### src/rtl/uart_loader_pkg.sv
// Shared types for the UART word loader: error causes, frame and
// receiver state encodings, default frame markers.
package uart_loader_pkg;

    typedef enum logic [1:0] {
        ERR_END     = 2'd0,
        ERR_CSUM    = 2'd1,
        ERR_FRAME   = 2'd2,
        ERR_TIMEOUT = 2'd3
    } err_code_e;

    typedef enum logic [2:0] {
        ST_IDLE,
        ST_ADDR,
        ST_DATA,
        ST_CSUM,
        ST_END
    } state_e;

    typedef enum logic [1:0] {
        RX_IDLE,
        RX_START,
        RX_DATA,
        RX_STOP
    } rx_state_e;

    localparam logic [7:0] DEF_START_BYTE = 8'haa;
    localparam logic [7:0] DEF_END_BYTE   = 8'h55;

endpackage

### src/rtl/uart_rx_byte.sv
// 8N1 byte receiver: 2-flop synchroniser, half-bit start recheck,
// bit timer and LSB-first shifter. Pulses byte_valid or frame_err.
module uart_rx_byte
    import uart_loader_pkg::*;
#(
    parameter int BIT_CYCLES = 2
) (
    input  logic       clk,
    input  logic       reset,
    input  logic       uart_rxd,
    output logic [7:0] rx_byte,
    output logic       byte_valid,
    output logic       frame_err
);

    localparam int CW = $clog2(BIT_CYCLES) + 1;
    localparam logic [CW-1:0] HALF_M1 = CW'(BIT_CYCLES / 2 - 1);
    localparam logic [CW-1:0] FULL_M1 = CW'(BIT_CYCLES - 1);
    localparam logic [CW-1:0] CNT_ONE = CW'(1);

    logic            meta_q, sync_q, prev_q;
    rx_state_e       state_q, state_d;
    logic [CW-1:0]   cnt_q, cnt_d;
    logic [2:0]      bit_q, bit_d;
    logic [7:0]      sh_q, sh_d;
    logic            tick;

    assign tick = (cnt_q == '0);

    always_ff @(posedge clk or negedge reset) begin
        if (!reset) begin
            meta_q  <= 1'b1;
            sync_q  <= 1'b1;
            prev_q  <= 1'b1;
            state_q <= RX_IDLE;
            cnt_q   <= '0;
            bit_q   <= '0;
            sh_q    <= '0;
        end else begin
            meta_q  <= uart_rxd;
            sync_q  <= meta_q;
            prev_q  <= sync_q;
            state_q <= state_d;
            cnt_q   <= cnt_d;
            bit_q   <= bit_d;
            sh_q    <= sh_d;
        end
    end

    always_comb begin
        state_d = state_q;
        unique case (state_q)
            RX_IDLE:  if (prev_q && !sync_q) state_d = RX_START;
            RX_START: if (tick) state_d = sync_q ? RX_IDLE : RX_DATA;
            RX_DATA:  if (tick && bit_q == 3'd7) state_d = RX_STOP;
            RX_STOP:  if (tick) state_d = RX_IDLE;
            default:  state_d = RX_IDLE;
        endcase
    end

    always_comb begin
        cnt_d = cnt_q;
        bit_d = bit_q;
        sh_d  = sh_q;
        unique case (state_q)
            RX_IDLE: begin
                cnt_d = HALF_M1;
                bit_d = '0;
            end
            RX_DATA: begin
                cnt_d = tick ? FULL_M1 : cnt_q - CNT_ONE;
                if (tick) begin
                    sh_d  = {sync_q, sh_q[7:1]};
                    bit_d = bit_q + 3'd1;
                end
            end
            default: cnt_d = tick ? FULL_M1 : cnt_q - CNT_ONE;
        endcase
    end

    // Stop-bit sample cycle; returning to idle here re-arms for back-to-back bytes
    assign byte_valid = (state_q == RX_STOP) && tick && sync_q;
    assign frame_err  = (state_q == RX_STOP) && tick && !sync_q;
    assign rx_byte    = sh_q;

endmodule

### src/rtl/uart_word_loader.sv
// Host loader frame decoder: turns AA/addr/data/[csum]/55 frames from the
// UART into one-cycle write strobes, with error pulses and a drop counter.
module uart_word_loader
    import uart_loader_pkg::*;
#(
    parameter int         CLK_HZ       = 50000000,
    parameter int         BAUD_HZ      = 25000000,
    parameter int         ADDR_BYTES   = 4,
    parameter int         DATA_BYTES   = 4,
    parameter int         USE_CHECKSUM = 0,
    parameter int         TIMEOUT_BITS = 32,
    parameter logic [7:0] START_BYTE   = DEF_START_BYTE,
    parameter logic [7:0] END_BYTE     = DEF_END_BYTE
) (
    input  logic                    clk,
    input  logic                    reset,
    input  logic                    uart_rxd,
    output logic                    we,
    output logic [8*ADDR_BYTES-1:0] addr,
    output logic [8*DATA_BYTES-1:0] data,
    output logic                    err,
    output logic [1:0]              err_code,
    output logic [7:0]              err_count
);

    localparam int BIT_CYCLES = CLK_HZ / BAUD_HZ;
    localparam int AW = 8 * ADDR_BYTES;
    localparam int DW = 8 * DATA_BYTES;
    localparam int TO_CYCLES = TIMEOUT_BITS * BIT_CYCLES;
    localparam int TW = $clog2(TO_CYCLES + 1);
    localparam logic [TW-1:0] TO_LAST = TW'(TO_CYCLES - 1);
    localparam logic [TW-1:0] TO_ONE  = TW'(1);
    localparam logic [1:0] A_LAST = 2'(ADDR_BYTES - 1);
    localparam logic [1:0] D_LAST = 2'(DATA_BYTES - 1);

    logic [7:0] rx_byte;
    logic       byte_valid, frame_err;

    uart_rx_byte #(.BIT_CYCLES(BIT_CYCLES)) u_rx (
        .clk        (clk),
        .reset      (reset),
        .uart_rxd   (uart_rxd),
        .rx_byte    (rx_byte),
        .byte_valid (byte_valid),
        .frame_err  (frame_err)
    );

    state_e          state_q, state_d;
    logic [1:0]      bcnt_q, bcnt_d;
    logic [AW-1:0]   addr_sh_q, addr_sh_d, addr_q, addr_d;
    logic [DW-1:0]   data_sh_q, data_sh_d, data_q, data_d;
    logic [7:0]      csum_q, csum_d;
    logic [TW-1:0]   to_cnt_q, to_cnt_d;
    logic            we_q, we_d, err_q, err_d;
    err_code_e       err_code_q, err_code_d;
    logic [7:0]      err_count_q, err_count_d;
    logic            busy, fe_hit, to_hit, fail;
    err_code_e       fcode;

    assign busy   = (state_q != ST_IDLE);
    assign fe_hit = busy && frame_err;
    // A byte completing on the expiry cycle takes priority
    assign to_hit = busy && !byte_valid && !frame_err
                    && (to_cnt_q == TO_LAST);

    always_ff @(posedge clk or negedge reset) begin
        if (!reset) begin
            state_q     <= ST_IDLE;
            bcnt_q      <= '0;
            addr_sh_q   <= '0;
            data_sh_q   <= '0;
            csum_q      <= '0;
            to_cnt_q    <= '0;
            we_q        <= 1'b0;
            err_q       <= 1'b0;
            err_code_q  <= ERR_END;
            err_count_q <= '0;
            addr_q      <= '0;
            data_q      <= '0;
        end else begin
            state_q     <= state_d;
            bcnt_q      <= bcnt_d;
            addr_sh_q   <= addr_sh_d;
            data_sh_q   <= data_sh_d;
            csum_q      <= csum_d;
            to_cnt_q    <= to_cnt_d;
            we_q        <= we_d;
            err_q       <= err_d;
            err_code_q  <= err_code_d;
            err_count_q <= err_count_d;
            addr_q      <= addr_d;
            data_q      <= data_d;
        end
    end

    always_comb begin
        state_d = state_q;
        if (fe_hit || to_hit) begin
            state_d = ST_IDLE;
        end else if (byte_valid) begin
            unique case (state_q)
                ST_IDLE: if (rx_byte == START_BYTE) state_d = ST_ADDR;
                ST_ADDR: if (bcnt_q == A_LAST) state_d = ST_DATA;
                ST_DATA: if (bcnt_q == D_LAST)
                    state_d = (USE_CHECKSUM != 0) ? ST_CSUM : ST_END;
                ST_CSUM: state_d = (rx_byte == csum_q) ? ST_END : ST_IDLE;
                ST_END:  state_d = ST_IDLE;
                default: state_d = ST_IDLE;
            endcase
        end
    end

    always_comb begin
        bcnt_d      = bcnt_q;
        addr_sh_d   = addr_sh_q;
        data_sh_d   = data_sh_q;
        csum_d      = csum_q;
        to_cnt_d    = busy ? to_cnt_q + TO_ONE : '0;
        we_d        = 1'b0;
        err_d       = 1'b0;
        err_code_d  = err_code_q;
        err_count_d = err_count_q;
        addr_d      = addr_q;
        data_d      = data_q;
        fail        = 1'b0;
        fcode       = ERR_END;
        if (fe_hit) begin
            fail  = 1'b1;
            fcode = ERR_FRAME;
        end else if (to_hit) begin
            fail  = 1'b1;
            fcode = ERR_TIMEOUT;
        end else if (byte_valid) begin
            to_cnt_d = '0;
            unique case (state_q)
                ST_IDLE: if (rx_byte == START_BYTE) begin
                    addr_sh_d = '0;
                    data_sh_d = '0;
                    csum_d    = '0;
                    bcnt_d    = '0;
                end
                ST_ADDR: begin
                    for (int i = 0; i < ADDR_BYTES; i++)
                        if (bcnt_q == 2'(i)) addr_sh_d[8*i +: 8] = rx_byte;
                    csum_d = csum_q ^ rx_byte;
                    bcnt_d = (bcnt_q == A_LAST) ? 2'd0 : bcnt_q + 2'd1;
                end
                ST_DATA: begin
                    for (int i = 0; i < DATA_BYTES; i++)
                        if (bcnt_q == 2'(i)) data_sh_d[8*i +: 8] = rx_byte;
                    csum_d = csum_q ^ rx_byte;
                    bcnt_d = (bcnt_q == D_LAST) ? 2'd0 : bcnt_q + 2'd1;
                end
                ST_CSUM: if (rx_byte != csum_q) begin
                    fail  = 1'b1;
                    fcode = ERR_CSUM;
                end
                ST_END: begin
                    if (rx_byte == END_BYTE) begin
                        we_d   = 1'b1;
                        addr_d = addr_sh_q;
                        data_d = data_sh_q;
                    end else begin
                        fail  = 1'b1;
                        fcode = ERR_END;
                    end
                end
                default: ;
            endcase
        end
        if (fail) begin
            err_d      = 1'b1;
            err_code_d = fcode;
            if (err_count_q != 8'hff) err_count_d = err_count_q + 8'd1;
        end
    end

    assign we        = we_q;
    assign err       = err_q;
    assign err_code  = err_code_q;
    assign err_count = err_count_q;
    assign addr      = addr_q;
    assign data      = data_q;

endmodule

### config.mk
export PLATFORM = sky130hd
export DESIGN_NAME = uart_word_loader
export DESIGN_NICKNAME = d
export VERILOG_FILES = /design/src/rtl/uart_loader_pkg.sv /design/src/rtl/uart_rx_byte.sv /design/src/rtl/uart_word_loader.sv
export SDC_FILE = /design/constraint.sdc
export NUM_CORES = 1
export LEC_CHECK = 0
export ABC_AREA = 0
export ABC_CLOCK_PERIOD_IN_PS = 7500
export CELL_PAD_IN_SITES_DETAIL_PLACEMENT = 1
export CELL_PAD_IN_SITES_GLOBAL_PLACEMENT = 1
export CORE_MARGIN = 2
export CORE_UTILIZATION = 50
export DETAILED_ROUTE_END_ITERATION = 10
export PLACE_DENSITY = 0.86
export SYNTH_ARGS = -nofsm -noshare
export SYNTH_HDL_FRONTEND = slang
export SYNTH_HIERARCHICAL = 1
export SYNTH_SLANG_ARGS = --single-unit
### constraint.sdc
create_clock -name clk -period 7.5 [get_ports clk]
set_input_delay 1.125 -clock clk [delete_from_list [all_inputs] [get_ports clk]]
set_output_delay 1.125 -clock clk [all_outputs]
set_load 0.02 [all_outputs]
==> impl_metrics.yaml, run 1 <==
place:
  dp_hpwl_um: 11400
  dpl_cell_area_um2: 8370
  port_buffers: 78
  place.gp.congestion: 0.771
sta:
  rsz0062_at_grt: "false"
  clock_skew_ns: 0.0121
  finalHoldViolCount: 0
  relSlewSlack_pct: 36.4
  finalCritPeriodShare_pct: 42.5
  tightest_slew_ns: 0.955
  setup_viol_count_final: 0
  drv_slew: 0
  hold_slack_ns: 0.358
  finalSetupTns_ns: 0
  fmax_mhz: 314
  period_needed_ns: 3.19
cells_and_area:
  drive_gt1_share_pct: 30.8
  fillers: 1348
  design_area_um2: 8990
  nets: 624
  num_antenna_cells: 0
  final_common_cell: "dfrtp_1"
  areaGrowthSynthToFinish_pct: 20.7
  mostFrequentLayoutCells: "dfrtp_1 (175), mux2_2 (129), clkdlybuf4s50_1 (77)"
clock_tree:
  cts_tree: "done"
  cts_hold_buffers: 0
  ctsLongestPathBuffers: 2
  cts_root_buf: "clkbuf_16"
  clk_pin_slew_worst_paths_ns: 0.06
  cts_sinks: 178
  ctsHtreeMaxLevel: 4
  cts_setup_buffers: 0
  clock_latency_ns: 0.44
  cts_made_buffers: 17
  cts_resized: 0
synth:
  synthesis.nets: 547
  ys_ff_latch: 178
  synth_area_um2: 7440
  synth_top_family_by_area: "multiplexers"
  synth_cell_types: 54
  seq_area_frac_synth_pct: 59.9
  synth-simple-area-share_pct: 9.38
  synthMuxAreaShare_pct: 21.4
  synth-edff-count: 0
  synthCells: 536
  synth_compound_area_share_pct: 5.01
  synthArstFlopShare_pct: 100
  synthAdderAreaFrac_pct: 1.34
  synth_xor_area_share_pct: 1.18
  ys.warnings.count: 6
  synth.avg_cell_area_um2: 13.9
  synth_ff_type: "dfrtp_1"
worst_setup_path:
  r2r.worst_path.cells: 9
  cp_max_fo: 65
  timing.rr.end: "data[3]"
  crit_type: "reg2reg"
  critPathRequiredTime_ns: 7.81
  startpoint: "u_rx/cnt_q[0]"
  r2r_setup_slack_ns: 4.31
  r2r-start: "u_rx/cnt_q[0]"
  cp.arrival_ns: 3.50
  startpoint_type: "flip-flop"
  end_kind: "flip-flop"
global_routing:
  antenna_found_initial: 0
  grt_overflow: 0
  grt_max_degree: 107
  grt_first_pass_wirelength_um: 30300
  grt_usage_pct: 25.0
  grt_pass1_vias: 5247
floorplan:
  dieArea_um2: 15900
  core_um2: 14500
  initial_utilization_pct: 51.2
  rows: 44
  die_x_um: 126
  fp.dieH_um: 126
  io_pins: 79
routing:
  drcViolationCount: 0
  drt_first_pass_iters: 4
  drt_iter0_drc: 311
  wl_um: 18400
  vias: 4687
  vias_per_cell: 5.79
  wl_per_cell_um: 22.7
  ant_nets: 0
power:
  ir_drop_mv: 0.171
  power.density_nw_per_um2: 243
  power_leakage_nw: 4.31
hold_path:
  hold_class: "reg2reg"
  min_path_cells: 0
  hold_path_startpoint: "u_rx/meta_q"
  whs_endpoint: "u_rx/sync_q"
outcome:
  status: "finished clean"
flow_run:
  drv_cap: 0
==> per-layer routing <==
layer	routed length [um]	up-vias	global-route usage, %
met5	0	-	0
met4	318	0	8.08
met3	665	24	5.69
met2	9650	105	43.1
met1	7750	2501	31.3
li1	-	2057	-
==> flip-flops by register name, summed over array words and instances (netlist names), 3 cells and up, named ones only <==
signal and count:
addr 32, addr_sh_q 32, data 32, data_sh_q 32, csum_q 8, err_count 8
u_rx/rx_byte 8, to_cnt_q 7, state_q 3, u_rx/bit_q 3
==> cell type report <==
| type | count | area (um^2) | share of cell area (%) |
|---|---|---|---|
| Timing Repair Buffer | 80 | 797 | 8.87 |
| Sequential cell | 178 | 4460 | 49.6 |
| Inverter | 6 | 22.5 | 0.251 |
| Tap cell | 184 | 230 | 2.56 |
| Clock inverter | 11 | 149 | 1.66 |
| Clock buffer | 21 | 470 | 5.24 |
| Multi-Input combinational cell | 330 | 2860 | 31.8 |
==> through the flow <==
stage | power (mW) | cells | utilization, % | worst slack, ns
final | 2.18 | 810 | 61.8 | 4.31
after global routing | 2.26 | 810 | 61.8 | 4.06
after detailed placement | 1.26 | 778 | 57.6 | 4.36
after global placement | 1.24 | 778 | 57.6 | 4.60
after floorplan | 1.19 | 536 | - | 4.93
after CTS | 2.20 | 810 | 61.8 | 4.30
==> synth_stat cells (all sizes together), types with 2 or more instances <==
cell type  instances  area (um^2)
nand2b            17          106
and3              14         87.6
and2              10         63.8
inv                6         22.5
o31ai              2         20.0
nand4bb            3         33.8
ha                 8          100
o21a               5         37.5
buf               16         85.1
xnor2              5         43.8
xor2               5         43.8
nor3               6         46.3
dfstp              3         78.8
nand3              6         30.0
nor2b              2         12.5
a21oi              8         40.0
nor2              30          115
nor4bb             2         20.0
nand4              8         50.1
nand2             14         60.1
dfrtp            175         4380
clkbuf             6         22.5
nor4               4         46.3
or2                2         12.5
a22o               4         37.5
mux2             139         1600
o21ai             24          135
==> worst max-delay path, cell delays in order (launching register included) <==
cell and delay (ns):
dfrtp_1 0.43, nor2_1 0.24, and2_2 0.22, and3_1 0.32, nor2_1 0.09, a41oi_2 0.27, nor2_2 0.16, nor3_2 0.16
buf_4 0.69, mux2_2 0.44
==> power by group <==
group          switching [mW]  leakage (nW)  internal (mW)
registers              0.0793          2.46          0.991
clock network           0.384         0.302          0.554
logic                  0.0873          1.55         0.0849
==> worst max path at each step <==
stage                              end  slack [ns]  cells past startpoint
after floorplan           data_sh_q[0]        4.93                     10
after global routing           data[3]        4.06                      9
after global placement         addr[7]        4.60                      9
after detailed placement      addr[29]        4.36                      9
after CTS                      data[3]        4.30                      9
final                          data[3]        4.31                      9
==> kinds of logic after synthesis <==
group,Yosys count
xor+xnor,10
mux,139
compound gates,53
buf+inv,28
simple gates,120
fa+ha+maj,8
flops,178
No activity file was read; power rests on OpenSTA's default activity.
==> run 2, diff against run 1 <==
- ABC_CLOCK_PERIOD_IN_PS: 7500 -> 2800
- CORE_UTILIZATION: 50 -> 42
- PLACE_DENSITY: 0.86 -> 0.77
- clock period: 7.5 -> 2.8 ns (I/O delays scaled with it)
==> run 2 against run 1 <==
  * Setup slack lost 4.2 ns
  * Combinational power increased to 3.1 times the previous value
  * Register-to-register slack got worse by 4.2 ns
  * Non-clock buffer count rose by 18
  * Sequential share of layout area decreased by 1.4 points
  * Global-route usage fell by 5.9 points
  * First-iteration DRC count decreased by 40%
  * Clock power grew to 2.7 times the previous value
  * Flip-flop and latch count is the same
  * Sequential power grew to 2.6 times the previous value
  * Clock skew down 0.0056 ns
==> impl_metrics.yaml, run 2 (synthesis results as in run 1) <==
sta:
  layout_setup_ws_ns: 0.154
  tightest_slew_ns: 0.668
  drv_slew: 0
  clock_skew_ns: 0.00654
  relSlewSlack_pct: 55.0
  hold_slack_ns: 0.360
  period_needed_ns: 2.65
  finalHoldViolCount: 0
  finalCritPeriodShare_pct: 94.5
  setup_viol_count_final: 0
  finalSetupTns_ns: 0
  fmax_mhz: 378
  rsz0062_at_grt: "false"
floorplan:
  dieArea_um2: 18800
  fp.dieH_um: 137
  initial_utilization_pct: 43.0
  rows: 48
  core_um2: 17300
  io_pins: 79
  die_x_um: 137
power:
  netSwitchingFraction_pct: 25.3
  p_sw_mw: 1.49
  internal_power_mw: 4.39
  p_total_mw: 5.87
  ir_drop_mv: 0.448
  power.density_nw_per_um2: 636
  seqPwrFrac_pct: 47.8
  power_leakage_nw: 4.42
  combPwrFrac_pct: 9.2
  clockPowerShare_pct: 43.0
place:
  pre_cts_ws_ns: 0.0448
  dpl_cell_area_um2: 8580
  place.gp.congestion: 0.809
  dp_hpwl_um: 11000
  dp_cells: 835
  port_buffers: 78
clock_tree:
  clock_latency_ns: 0.43
  cts_sinks: 178
  ctsHtreeMaxLevel: 4
  cts_tree: "done"
  cts_root_buf: "clkbuf_16"
  clk_pin_slew_worst_paths_ns: 0.07
  cts_made_buffers: 17
  ctsLongestPathBuffers: 2
flow_run:
  drv_cap: 0
worst_setup_path:
  cp_max_fo: 47
  crit_path_end: "data[28]"
  r2r.worst_path.cells: 10
  timing.rr.end: "data[28]"
  startpoint_type: "flip-flop"
  cp.arrival_ns: 2.95
  crit_type: "reg2reg"
  critPathRequiredTime_ns: 3.11
  startpoint: "u_rx/cnt_q[1]"
  r2r_setup_slack_ns: 0.15
  end_kind: "flip-flop"
  r2r-start: "u_rx/cnt_q[1]"
global_routing:
  grt_pass1_vias: 4912
  grt_usage_pct: 19.1
  grt_first_pass_wirelength_um: 27200
  grt_overflow: 0
  antenna_found_initial: 0
  grt_max_degree: 64
cells_and_area:
  utilization_pct: 53.4
  design_area_um2: 9240
  fillers: 1722
  num_antenna_cells: 0
  final_common_cell: "dfrtp_1"
  mostFrequentLayoutCells: "dfrtp_1 (175), mux2_2 (129), clkdlybuf4s50_1 (77)"
  final_cells: 869
  areaGrowthSynthToFinish_pct: 24.1
  nets: 642
  drive_gt1_share_pct: 33.2
hold_path:
  hold_class: "reg2reg"
routing:
  wl_per_cell_um: 19.2
  drt_iter0_drc: 188
  vias: 4614
  wl_um: 16700
  drcViolationCount: 0
  ant_nets: 0
  drt_first_pass_iters: 4
  vias_per_cell: 5.31
outcome:
  status: "finished clean"
==> run 2: changes by cell type in the layout (fill, tap and decap cells not counted), moves of 3 or more <==
cell / previous run / this run
buf_4: 2 / 16
clkinv_2: 3 / 0
o21a_2: 0 / 3
buf_12: 0 / 3
o21a_1: 5 / 2
inv_6: 2 / 6
==> run 2: repair_timing <==
item	CTS	global route
buffers inserted	0	1
resized for setup	0	4
endpoints found under the setup margin	0	64
endpoints found under the hold margin	27	0
hold buffers	1	0
==> run 2: worst min path at each step <==
stage | cells after the start | slack [ns] | from | to
2_1_floorplan | 0 | 0.12 | reset | addr[0]
3_3_place_gp | 0 | 0.35 | u_rx/meta_q | u_rx/sync_q
3_5_place_dp | 0 | 0.35 | u_rx/meta_q | u_rx/sync_q
4_1_cts | 0 | 0.36 | u_rx/meta_q | u_rx/sync_q
5_1_grt | 0 | 0.37 | u_rx/meta_q | u_rx/sync_q
6_report | 0 | 0.36 | u_rx/meta_q | u_rx/sync_q
==> run 2: layer usage <==
metal  track usage, %  part of all wire, %  vias to the layer above
met5                0                    0                        -
met4             5.67                  1.7                        0
met3             4.41                  2.8                       17
met2             31.7                   51                       70
met1             25.0                   45                     2434
li1                 -                    -                     2093
==> run 2: final cells by class <==
class	count	area (um^2)	share of cell area, %
sequential	178	4460	48.3
multi-input combinational	330	2870	31.1
timing repair buffer	98	972	10.5
clock buffer	18	439	4.75
tap	225	282	3.05
clock inverter	14	193	2.09
inverter	6	22.5	0.244
==> run 2: power groups by stage <==
| stage | clock network (mW) | registers [mW] | logic [mW] |
|---|---|---|---|
| CTS | 2.59 | 2.81 | 0.548 |
| finish | 2.53 | 2.81 | 0.538 |
| global placement | 0 | 2.85 | 0.516 |
| floorplan | 0 | 2.80 | 0.385 |
| global route | 2.70 | 2.82 | 0.590 |
| detailed placement | 0 | 2.86 | 0.544 |
==> run 2: worst max-delay path, stage by stage, from the launching register on <==
cell and delay, ns:
dfrtp_1 0.38, nor2_1 0.22, and2_2 0.21, and3_1 0.18, nor2_1 0.05, a41oi_2 0.23
nor2_2 0.08, buf_4 0.18, nor3_2 0.23, buf_12 0.30, mux2_2 0.42
